File: config.mk
export PLATFORM = sky130hd
export DESIGN_NAME = dpram_port_master
export DESIGN_NICKNAME = d
export VERILOG_FILES = /design/src/rtl/dpram_port_master.sv
export SDC_FILE = /design/constraint.sdc
export NUM_CORES = 1
export LEC_CHECK = 0
export CORE_MARGIN = 1
export CORE_UTILIZATION = 38
export CTS_CLUSTER_SIZE = 40
export DETAILED_ROUTE_END_ITERATION = 10
export HOLD_SLACK_MARGIN = 0.03
export PLACE_DENSITY_LB_ADDON = 0.08
export SLEW_MARGIN = 0
export SYNTH_ARGS = -nofsm -noshare
export SYNTH_HDL_FRONTEND = slang
export SYNTH_SLANG_ARGS = --single-unit
File: constraint.sdc
create_clock -name clk -period 5.2 [get_ports clk]
set_input_delay 0.52 -clock clk [delete_from_list [all_inputs] [get_ports clk]]
set_output_delay 0.52 -clock clk [all_outputs]
set_load 0.1 [all_outputs]
File: src/rtl/dpram_port_master.sv
// -----------------------------------------------------------------------------
// dpram_port_master
//
// Initiator-side controller for a single-clock true dual-port RAM. It turns two
// independent valid/ready request streams (A and B) into per-port RAM
// addr/data/we signals, and returns read data with a one-cycle-late valid
// strobe. After reset it clears every RAM word to INIT_VAL, writing two words
// per cycle. While clearing, no request is accepted. Same-address conflicts are
// resolved with round-robin priority.
//
// Ports
//   clk, rst                  clock, asynchronous active-high reset
//   req_{a,b}_valid/ready     request handshake (accepted when valid & ready)
//   req_{a,b}_we/addr/wdata   request fields (we = 1 write, 0 read)
//   rsp_{a,b}_valid/data      read response (data = RAM q, pass-through)
//   ram_{addr,data,we}_{a,b}  drive to the RAM ports
//   ram_q_{a,b}               registered read data from the RAM ports
//   init_done                 clear finished, requests may be accepted
//   conflict_cnt              saturating count of arbitrated conflicts
// -----------------------------------------------------------------------------
module dpram_port_master #(
  parameter int                DATA_W   = 8,
  parameter int                ADDR_W   = 6,
  parameter logic [DATA_W-1:0] INIT_VAL = '0
) (
  input  logic              clk,
  input  logic              rst,

  input  logic              req_a_valid,
  output logic              req_a_ready,
  input  logic              req_a_we,
  input  logic [ADDR_W-1:0] req_a_addr,
  input  logic [DATA_W-1:0] req_a_wdata,
  output logic              rsp_a_valid,
  output logic [DATA_W-1:0] rsp_a_data,

  input  logic              req_b_valid,
  output logic              req_b_ready,
  input  logic              req_b_we,
  input  logic [ADDR_W-1:0] req_b_addr,
  input  logic [DATA_W-1:0] req_b_wdata,
  output logic              rsp_b_valid,
  output logic [DATA_W-1:0] rsp_b_data,

  output logic [ADDR_W-1:0] ram_addr_a,
  output logic [DATA_W-1:0] ram_data_a,
  output logic              ram_we_a,
  input  logic [DATA_W-1:0] ram_q_a,

  output logic [ADDR_W-1:0] ram_addr_b,
  output logic [DATA_W-1:0] ram_data_b,
  output logic              ram_we_b,
  input  logic [DATA_W-1:0] ram_q_b,

  output logic              init_done,
  output logic [15:0]       conflict_cnt
);

  // The clear walks word pairs, so the counter needs ADDR_W-1 bits. Keep at
  // least one bit so ADDR_W = 1 (a single pair) still elaborates.
  localparam int               CLR_W    = (ADDR_W > 1) ? ADDR_W - 1 : 1;
  localparam logic [CLR_W-1:0] CLR_LAST = CLR_W'((1 << (ADDR_W - 1)) - 1);

  localparam logic [0:0] ST_INIT = 1'b0;
  localparam logic [0:0] ST_RUN  = 1'b1;

  logic [0:0]       state_q, state_d;
  logic [CLR_W-1:0] clr_q, clr_d;
  logic             prio_q, prio_d;        // 0 = A wins next conflict, 1 = B
  logic [15:0]      cnt_q, cnt_d;
  logic             rsp_a_valid_q, rsp_a_valid_d;
  logic             rsp_b_valid_q, rsp_b_valid_d;

  logic              in_run;
  logic              conflict;
  logic              acc_a, acc_b;
  logic [ADDR_W-1:0] clr_addr_even;
  logic [ADDR_W-1:0] clr_addr_odd;

  assign in_run = (state_q == ST_RUN);

  // A conflict needs both ports on the same word with at least one writer.
  // Two reads of the same word are harmless and both go through.
  assign conflict = in_run && req_a_valid && req_b_valid &&
                    (req_a_addr == req_b_addr) && (req_a_we || req_b_we);

  assign req_a_ready = in_run && (!conflict || !prio_q);
  assign req_b_ready = in_run && (!conflict ||  prio_q);

  assign acc_a = req_a_valid && req_a_ready;
  assign acc_b = req_b_valid && req_b_ready;

  // Port A clears the even word of each pair, port B the odd word.
  assign clr_addr_even = ADDR_W'({clr_q, 1'b0});
  assign clr_addr_odd  = clr_addr_even | ADDR_W'(1);

  always_comb begin
    if (in_run) begin
      // Address/data follow the request even when not accepted. Only the
      // write enable is gated, so a stalled port cannot disturb the RAM.
      ram_addr_a = req_a_addr;
      ram_data_a = req_a_wdata;
      ram_we_a   = acc_a && req_a_we;
      ram_addr_b = req_b_addr;
      ram_data_b = req_b_wdata;
      ram_we_b   = acc_b && req_b_we;
    end else begin
      ram_addr_a = clr_addr_even;
      ram_data_a = INIT_VAL;
      ram_we_a   = 1'b1;
      ram_addr_b = clr_addr_odd;
      ram_data_b = INIT_VAL;
      ram_we_b   = 1'b1;
    end
  end

  always_comb begin
    state_d = state_q;
    clr_d   = clr_q;
    prio_d  = prio_q;
    cnt_d   = cnt_q;

    if (!in_run) begin
      clr_d = clr_q + CLR_W'(1);
      if (clr_q == CLR_LAST) begin
        state_d = ST_RUN;
      end
    end

    // The loser of this conflict becomes the favourite for the next one,
    // so a held request is guaranteed to win the following conflict.
    if (conflict) begin
      prio_d = ~prio_q;
      if (cnt_q != 16'hFFFF) begin
        cnt_d = cnt_q + 16'd1;
      end
    end

    rsp_a_valid_d = acc_a && !req_a_we;
    rsp_b_valid_d = acc_b && !req_b_we;
  end

  always_ff @(posedge clk or posedge rst) begin
    if (rst) begin
      state_q       <= ST_INIT;
      clr_q         <= '0;
      prio_q        <= 1'b0;
      cnt_q         <= '0;
      rsp_a_valid_q <= 1'b0;
      rsp_b_valid_q <= 1'b0;
    end else begin
      state_q       <= state_d;
      clr_q         <= clr_d;
      prio_q        <= prio_d;
      cnt_q         <= cnt_d;
      rsp_a_valid_q <= rsp_a_valid_d;
      rsp_b_valid_q <= rsp_b_valid_d;
    end
  end

  assign init_done    = in_run;
  assign conflict_cnt = cnt_q;
  assign rsp_a_valid  = rsp_a_valid_q;
  assign rsp_b_valid  = rsp_b_valid_q;
  // The RAM read is registered, so q lines up with the response valid flop.
  assign rsp_a_data   = ram_q_a;
  assign rsp_b_data   = ram_q_b;

endmodule

# Yosys cells after proc, flatten, opt, wreduce, memory -nomap -nowiden
# Index checks and enable logic that the tools add are counted.
[totals]
elab_cells = 40
inputBits = 50
regBits = 25
[op_classes]
add_sub_neg = 2
n_reduce_logical = 20
eq_ne = 3
bitwise = 1
muxes = 8
[op_table]
columns = ["op", "n"]
rows = [
  ["$add 16x1->16 const B", 1],
  ["$mux 8", 2],
  ["$ne 16x16->1 const B", 1],
  ["$logic_and 1x1->1", 12],
  ["$mux 6", 2],
  ["$eq 6x6->1", 1],
  ["$add 5x1->5 const B", 1],
  ["$eq 5x5->1 const B", 1],
  ["$logic_not 1->1", 4],
  ["$mux 1", 4],
  ["$logic_or 1x1->1", 3],
  ["$reduce_and 2->1", 1],
  ["$not 1->1", 1],
]

# Depth between registers and ports, before layout
# Gate-level depths: netlist (run 1).
[depth]
word_depth = 10
ltp_mapped = 7
mapped_depth_nobuf = 6

# Worst setup path before layout (run 1)
# No wires, ideal clock.
[synth_path]
path_type = "reg-to-output"
startpoint = "reg state_q, in the netlist init_done"
endpoint = "out ram_we_a"
arrival_ns = 3.732
t_required_ns = 4.680
path_buffers = 1
path_stages_with_launch = 6
setup_slack_ns = 0.948
cell_sequence = "dfrtp_1 -> buf_4 -> o2111ai_4 -> and3b_2 -> and3_1 -> o21ai_0"
[synth_between]
elab_chain_len = 10
[synth_lines]
columns = ["element", "line", "text"]
rows = [
  ["start: declaration", "67", "logic [0:0] state_q, state_d;"],
  ["start signal: assignment", "152", "state_q <= state_d;"],
  ["$logic_and 1x1->1 (3 in a row)", "84", "assign conflict = in_run && req_a_valid && req_b_valid &&"],
  ["$logic_and 1x1->1", "85", "(req_a_addr == req_b_addr) && (req_a_we || req_b_we);"],
  ["$logic_not 1->1", "87", "assign req_a_ready = in_run && (!conflict || !prio_q);"],
  ["$logic_or 1x1->1", "87", ""],
  ["$logic_and 1x1->1", "87", ""],
  ["$logic_and 1x1->1", "90", "assign acc_a = req_a_valid && req_a_ready;"],
  ["$logic_and 1x1->1", "103", "ram_we_a = acc_a && req_a_we;"],
  ["$mux 1 *", "98", "if (in_run) begin"],
  ["end: declaration", "47", "output logic ram_we_a,"],
]
# Mark *: on every way between the ends. The rest lies on a longest branch, timed or not.

# Final worst setup path (run 1)
[layout_path]
startpoint = "in req_b_we"
endpoint = "out ram_we_a"
[layout_between]
elab_chain_len = 8
[layout_lines]
columns = ["element", "line", "text"]
rows = [
  ["start: declaration", "39", "input logic req_b_we,"],
  ["$logic_or 1x1->1", "85", ""],
  ["$logic_and 1x1->1", "85", ""],
  ["$logic_not 1->1", "87", ""],
  ["$logic_or 1x1->1", "87", ""],
  ["$logic_and 1x1->1", "87", ""],
  ["$logic_and 1x1->1", "90", ""],
  ["$logic_and 1x1->1", "103", ""],
  ["$mux 1", "98", ""],
]
# Every way passes these cells.

==> results of run 1 <==
==> power groups by stage <==
stage | Clock, mW | Sequential [mW] | Combinational [mW]
3_5_place_dp | 0 | 0.202 | 0.181
2_1_floorplan | 0 | 0.212 | 0.171
3_3_place_gp | 0 | 0.202 | 0.181
4_1_cts | 0.117 | 0.198 | 0.182
6_report | 0.115 | 0.198 | 0.180
5_1_grt | 0.126 | 0.198 | 0.188
==> path summary, 6_finish.rpt <==
path	startpoint	end	slack [ps]	depth (start not counted)
max reg2reg	init_done$_DFF_PP0_	conflict_cnt[14]$_DFFE_PP0P_	3170	5
max in group asynchronous	rst	clr_q[0]$_DFFE_PP0N_	3880	2
min	conflict_cnt[10]$_DFFE_PP0P_	conflict_cnt[10]$_DFFE_PP0P_	500	1
min in group asynchronous	rst	conflict_cnt[5]$_DFFE_PP0P_	750	2
max	req_b_we	ram_we_a	1620	6
min reg2reg	conflict_cnt[10]$_DFFE_PP0P_	conflict_cnt[10]$_DFFE_PP0P_	500	1
==> area by class of cell <==
cell class / instances / area share, %
tap: 50 / 2.51
inverter: 2 / 0.301
sequential: 25 / 25.1
clock buffer: 4 / 1.81
multi-input combinational: 131 / 36.3
timing repair buffer: 85 / 34.0
==> layer usage <==
layer / track usage (%) / wire length [microns] / vias up
li1: - / - / 715
met1: 21.7 / 1650 / 651
met2: 31.6 / 1980 / 51
met3: 4.44 / 201 / 15
met4: 4.69 / 63 / 0
met5: 0 / 0 / -
==> worst reg2reg max path, stage by stage (launching register included) <==
cell       delay, ps
dfrtp_1          330
buf_4            340
o2111ai_4        210
nor3_2           500
nand4_1          200
mux2_1           340
==> sequential cells by signal, summed over array words and instances, names as in the netlist <==
signal        flops
conflict_cnt     16
clr_q             5
init_done         1
prio_q            1
rsp_a_valid       1
rsp_b_valid       1
==> logic make-up after synthesis <==
family                     count (synthesis)  synth area share (%)
and+or+nand+nor                           96                  33.7
DFF                                       25                  37.1
buffers and inverters                     24                  9.20
xor gates and xnor gates                  22                  11.4
AOI/OAI and AO/OA                          5                  3.04
muxes                                      5                  3.34
adders and majority gates                  3                  2.23
==> stage by stage <==
step / hold slack, ps / worst slack, ps / utilization [%]
final: 497 / 1620 / 60.2
after detailed placement: 489 / 1650 / 59.1
after floorplan: 455 / 948 / -
after CTS: 503 / 1620 / 60.2
after global placement: 479 / 1660 / 59.1
after global routing: 515 / 1500 / 60.2
==> Yosys cell counts, types with 2 or more instances <==
cell | count | area, sq um
and2_1 | 17 | 106
and3_1 | 3 | 18.8
and4_1 | 2 | 17.5
buf_4 | 17 | 128
clkbuf_1 | 4 | 15.0
dfrtp_1 | 25 | 626
ha_1 | 3 | 37.5
inv_1 | 2 | 7.51
mux2_1 | 2 | 22.5
mux2_2 | 3 | 33.8
nand2_1 | 30 | 113
nand2b_1 | 9 | 56.3
nand3_1 | 4 | 20.0
nand4_1 | 7 | 43.8
nor2_1 | 3 | 11.3
nor2b_1 | 3 | 18.8
nor3_1 | 7 | 35.0
o21ai_0 | 2 | 10.0
xnor2_1 | 13 | 114
xor2_1 | 9 | 78.8
==> results.yml, run 1 <==
run_status:
  status: "finished clean"
pwr:
  pwr-share-comb_pct: 36.6
  internal_power_uw: 306
  p_per_area_mw_per_mm2: 197
  p_leak_nw: 1.13
  clock_power_share_pct: 23.3
  sw_frac_of_total_pct: 38.0
  ir_worst_vdd_mv: 0.138
  p_sw_uw: 187
  total_power_uw: 493
  p_seq_share_pct: 40.1
drt:
  drtIter0Drc: 57
  dr.pass1.iters: 4
  avgViaCountPerCell: 4.82
  drc_errors: 0
  wl_microns: 3900
  routedWlPerCell_microns: 13.1
  vias: 1432
  ant_nets: 0
final_layout:
  stdcell_area_sq_mm: 0.00249
  drive_above_1_share_pct: 6.88
  diodes: 0
  syn2layout_area_growth_pct: 47.9
  regArea_sq_um: 626
  layoutNonFillerInstCount: 297
  final_cell_mix: "clkdlybuf4s50_1, nand2_1, dfrtp_1"
  layout_commonest_cell: "clkdlybuf4s50_1"
  finalNetCount: 301
  n_fill_cell: 371
  multi_input_area_sq_um: 906
clocking:
  cts_hold_buffers: 0
  path_clk_slew_ps: 80
  htree_levels: 1
  cts_buffers: 3
  post-cts-setup-buffer-count: 0
  clock_sinks: 25
  insertion_delay_ps: 270
  root_buffer: "clkbuf_8"
  cts_resized: 0
  cts_buffer_depth: 2
  cts_tree: "built"
setup_path:
  cpMaxStageDelayCell: "clkdlybuf4s50_1"
  start_kind: "input pin"
  path_common_cell: "clkdlybuf4s50_1"
  crit_chain: "clkdlybuf4s50_1 > o2111ai_4 > and3b_2 > and3_1 > o21ai_0 > clkdlybuf4s50_1"
  crit_required_ps: 4680
  crit_buf_inv: 2
  cp_top_family: "buffers and inverters"
  worst-path-max-fanout: 3
  worst_setup_path_end_kind: "primary output"
  criticalPathCategory: "input pin to primary output"
  worstPathArrival_ps: 3060
  critical_path.max_stage_delay_ps: 1160
floorplanning:
  ios: 117
  fp-row-count: 23
  die-area_sq_mm: 0.00471
  die_height_microns: 68.6
  core-area_sq_mm: 0.00414
  die_w_microns: 68.6
  initial_core_util_pct: 40.7
logic_synthesis:
  synth_cells: 180
  yosys_register_bits: 25
  seq_area_frac_synth_pct: 37.1
  ys_types: 35
  syn-num-nets: 233
  dominantRegCellSynth: "dfrtp_1"
  synth_area_per_cell_sq_um: 9.37
  synth_edf_count: 0
  syn_area_sq_mm: 0.00169
  async_flop_share_pct: 100
  yosysWarnings: 0
sta:
  fin_crit_sh_pct: 68.8
  finalHoldViolCount: 0
  setup_viol: 0
  setup_tns_ps: 0
  slew_violations: 0
  fin_crit_ps: 3580
  slew_headroom_pct: 33.2
  worst_slew_pin_slew_ps: 999
  fin_worst_skew_ps: 4.78
  rsz0062_at_grt: "no"
  fmax_mhz: 280
place:
  placed_area_sq_mm: 0.00245
  placed_cells: 293
  routabilityCongestion: 0.772
  hpwl_microns: 3120
  port_buffers: 84
global_routing:
  grt_pass1_vias: 1300
  grt_usage_pct: 18.0
  grt_max_degree: 48
  grt.overflow.total: 0
  grt_pass1_wl_microns: 6300
  antenna_found_initial: 0
job:
  cap_violations: 0
hold_path:
  worstHoldPathType: "register to register"
Power figures use the tool's default switching activity.
==> run 2, diff against run 1 <==
--- a/config.mk
+++ b/config.mk
@@ -6,7 +6,7 @@
 export NUM_CORES = 1
 export LEC_CHECK = 0
 export CORE_MARGIN = 1
-export CORE_UTILIZATION = 38
+export CORE_UTILIZATION = 35
 export CTS_CLUSTER_SIZE = 40
 export DETAILED_ROUTE_END_ITERATION = 10
 export HOLD_SLACK_MARGIN = 0.03
==> constraint.sdc (replaced) <==
create_clock -name clk -period 3.7 [get_ports clk]
set_input_delay 0.37 -clock clk [delete_from_list [all_inputs] [get_ports clk]]
set_output_delay 0.37 -clock clk [all_outputs]
set_load 0.1 [all_outputs]
==> run 2 against run 1 <==
- register-to-register slack lost 1500 ps
- non-clock buffer count is the same
- first-iteration DRC count grew 16%
- utilization is 6.6 points lower
- sequential power increased by 40%
- count of clock-buffer cells in the layout decreased by 1
- die area is 8.3% higher
- critical path type unchanged
- largest cell class unchanged
- highest routed layer unchanged
==> results.yml, run 2 (synthesis results as in run 1) <==
final_layout:
  drive_above_1_share_pct: 20.6
  n_fill_cell: 421
  layoutNonFillerInstCount: 299
  syn2layout_area_growth_pct: 43.2
  final_cell_mix: "clkdlybuf4s50_1, buf_4, nand2_1"
  layout_commonest_cell: "clkdlybuf4s50_1"
  finalNetCount: 301
  diodes: 0
  largest_reg_flops: 16
setup_path:
  critical_path.max_stage_delay_ps: 500
  worst_setup_path_end_kind: "primary output"
  criticalPathCategory: "input pin to primary output"
  start_kind: "input pin"
  worstPathArrival_ps: 2020
  worstSetupStartpoint: "req_b_addr[5]"
  crit_required_ps: 3330
  cp_top_family: "buffers and inverters"
  reg2reg_from: "conflict_cnt[0]$_DFFE_PP0P_"
  cpMaxStageDelayCell: "nor4_1"
  worst-path-max-fanout: 3
  crit_chain: "clkdlybuf4s50_1 > xnor2_1 > nand2_1 > nor4_1 > o21ai_1 > buf_4"
  crit_buf_inv: 2
floorplanning:
  die-area_sq_mm: 0.00510
  die_height_microns: 71.4
  ios: 117
  fp-row-count: 24
  core-area_sq_mm: 0.00450
  die_w_microns: 71.4
  initial_core_util_pct: 37.4
sta:
  setup_viol: 0
  fin_crit_sh_pct: 64.7
  slew_headroom_pct: 34.9
  fin_crit_ps: 2390
  slew_violations: 0
  setup_tns_ps: 0
  finalHoldViolCount: 0
  rsz0062_at_grt: "no"
  final.setup.worst_slack_ps: 1310
  fin_worst_skew_ps: 8.13
  fmax_mhz: 418
  worst_slew_pin_slew_ps: 973
  whs_ps: 504
pwr:
  internal_power_uw: 422
  sw_frac_of_total_pct: 38.3
  p_per_area_mw_per_mm2: 283
  clock_power_share_pct: 23.1
  p_seq_share_pct: 40.6
  p_sw_uw: 262
  p_leak_nw: 1.16
  ir_worst_vdd_mv: 0.161
  pwr-share-comb_pct: 36.3
drt:
  avgViaCountPerCell: 4.72
  ant_nets: 0
  routedWlPerCell_microns: 13.2
  vias: 1410
  wl_microns: 3950
  dr.pass1.iters: 4
  drc_errors: 0
  drtIter0Drc: 66
hold_path:
  hold_start: "prio_q$_DFFE_PP0N_"
  worstHoldPathType: "register to register"
clocking:
  htree_levels: 1
  cts_buffer_depth: 2
  cts_buffers: 3
  cts_hold_buffers: 0
  post-cts-setup-buffer-count: 0
  insertion_delay_ps: 270
  clock_sinks: 25
  cts_tree: "built"
  cts_resized: 0
  root_buffer: "clkbuf_8"
  path_clk_slew_ps: 90
global_routing:
  grt_max_degree: 47
  grt_pass1_wl_microns: 6610
  grt_pass1_vias: 1345
  grt_usage_pct: 16.3
  grt.overflow.total: 0
  antenna_found_initial: 0
place:
  routabilityCongestion: 0.742
  dp_worst_setup_slack_ps: 1300
  placed_cells: 295
  hpwl_microns: 3100
  port_buffers: 84
run_status:
  status: "finished clean"
job:
  cap_violations: 0
## run 2: cell types whose count changed in the layout (fill, tap and decap cells not counted), sizes merged
| cell | change |
|---|---|
| clkbuf | -1 |
| clkinv | +1 |
| clkdlybuf4s50 | -33 |
| buf | +33 |
## run 2: worst paths after layout
path | endpoint | slack [ps] | depth (start not counted)
worst max-delay path | ram_we_b | 1310 | 6
worst min-delay path | prio_q$_DFFE_PP0N_ | 500 | 1
worst max register to register | conflict_cnt[1]$_DFFE_PP0P_ | 1710 | 5
worst min register to register | prio_q$_DFFE_PP0N_ | 500 | 1
max in group asynchronous | conflict_cnt[13]$_DFFE_PP0P_ | 2550 | 2
min in group asynchronous | conflict_cnt[7]$_DFFE_PP0P_ | 590 | 2
## run 2: per-layer routing
metal  vias up  part of all wire [%]  track usage, %
met3        10                   6.0            5.77
met4         0                   1.1            3.11
met1       629                    45            22.1
met5         -                     0               0
met2        52                    48            25.3
li1        719                     -               -
## run 2: layout make-up
class	count	area [sq um]	share of cell area (%)
multi-input cells	131	906	37.5
repair buffers	85	766	31.7
flip-flops and latches	25	626	25.9
well taps	52	65.1	2.69
clock buffers	3	41.3	1.71
inverters	2	7.51	0.311
clock inverters	1	5.00	0.207
## run 2: through the flow
step                      utilization, %  instance area [sq um]  power [mW]
after detailed placement            52.6                   2370       0.532
after floorplan                        -                   1690       0.538
after CTS                           53.6                   2420       0.692
final                               53.6                   2420       0.684
after global routing                53.6                   2420       0.711
after global placement              52.6                   2370       0.533
## run 2: power by group through the flow
stage / Clock, mW / Sequential [mW] / Combinational (mW)
floorplan: 0 / 0.298 / 0.240
global placement: 0 / 0.283 / 0.250
detailed placement: 0 / 0.283 / 0.249
CTS: 0.164 / 0.278 / 0.250
global route: 0.175 / 0.278 / 0.258
finish: 0.158 / 0.278 / 0.248
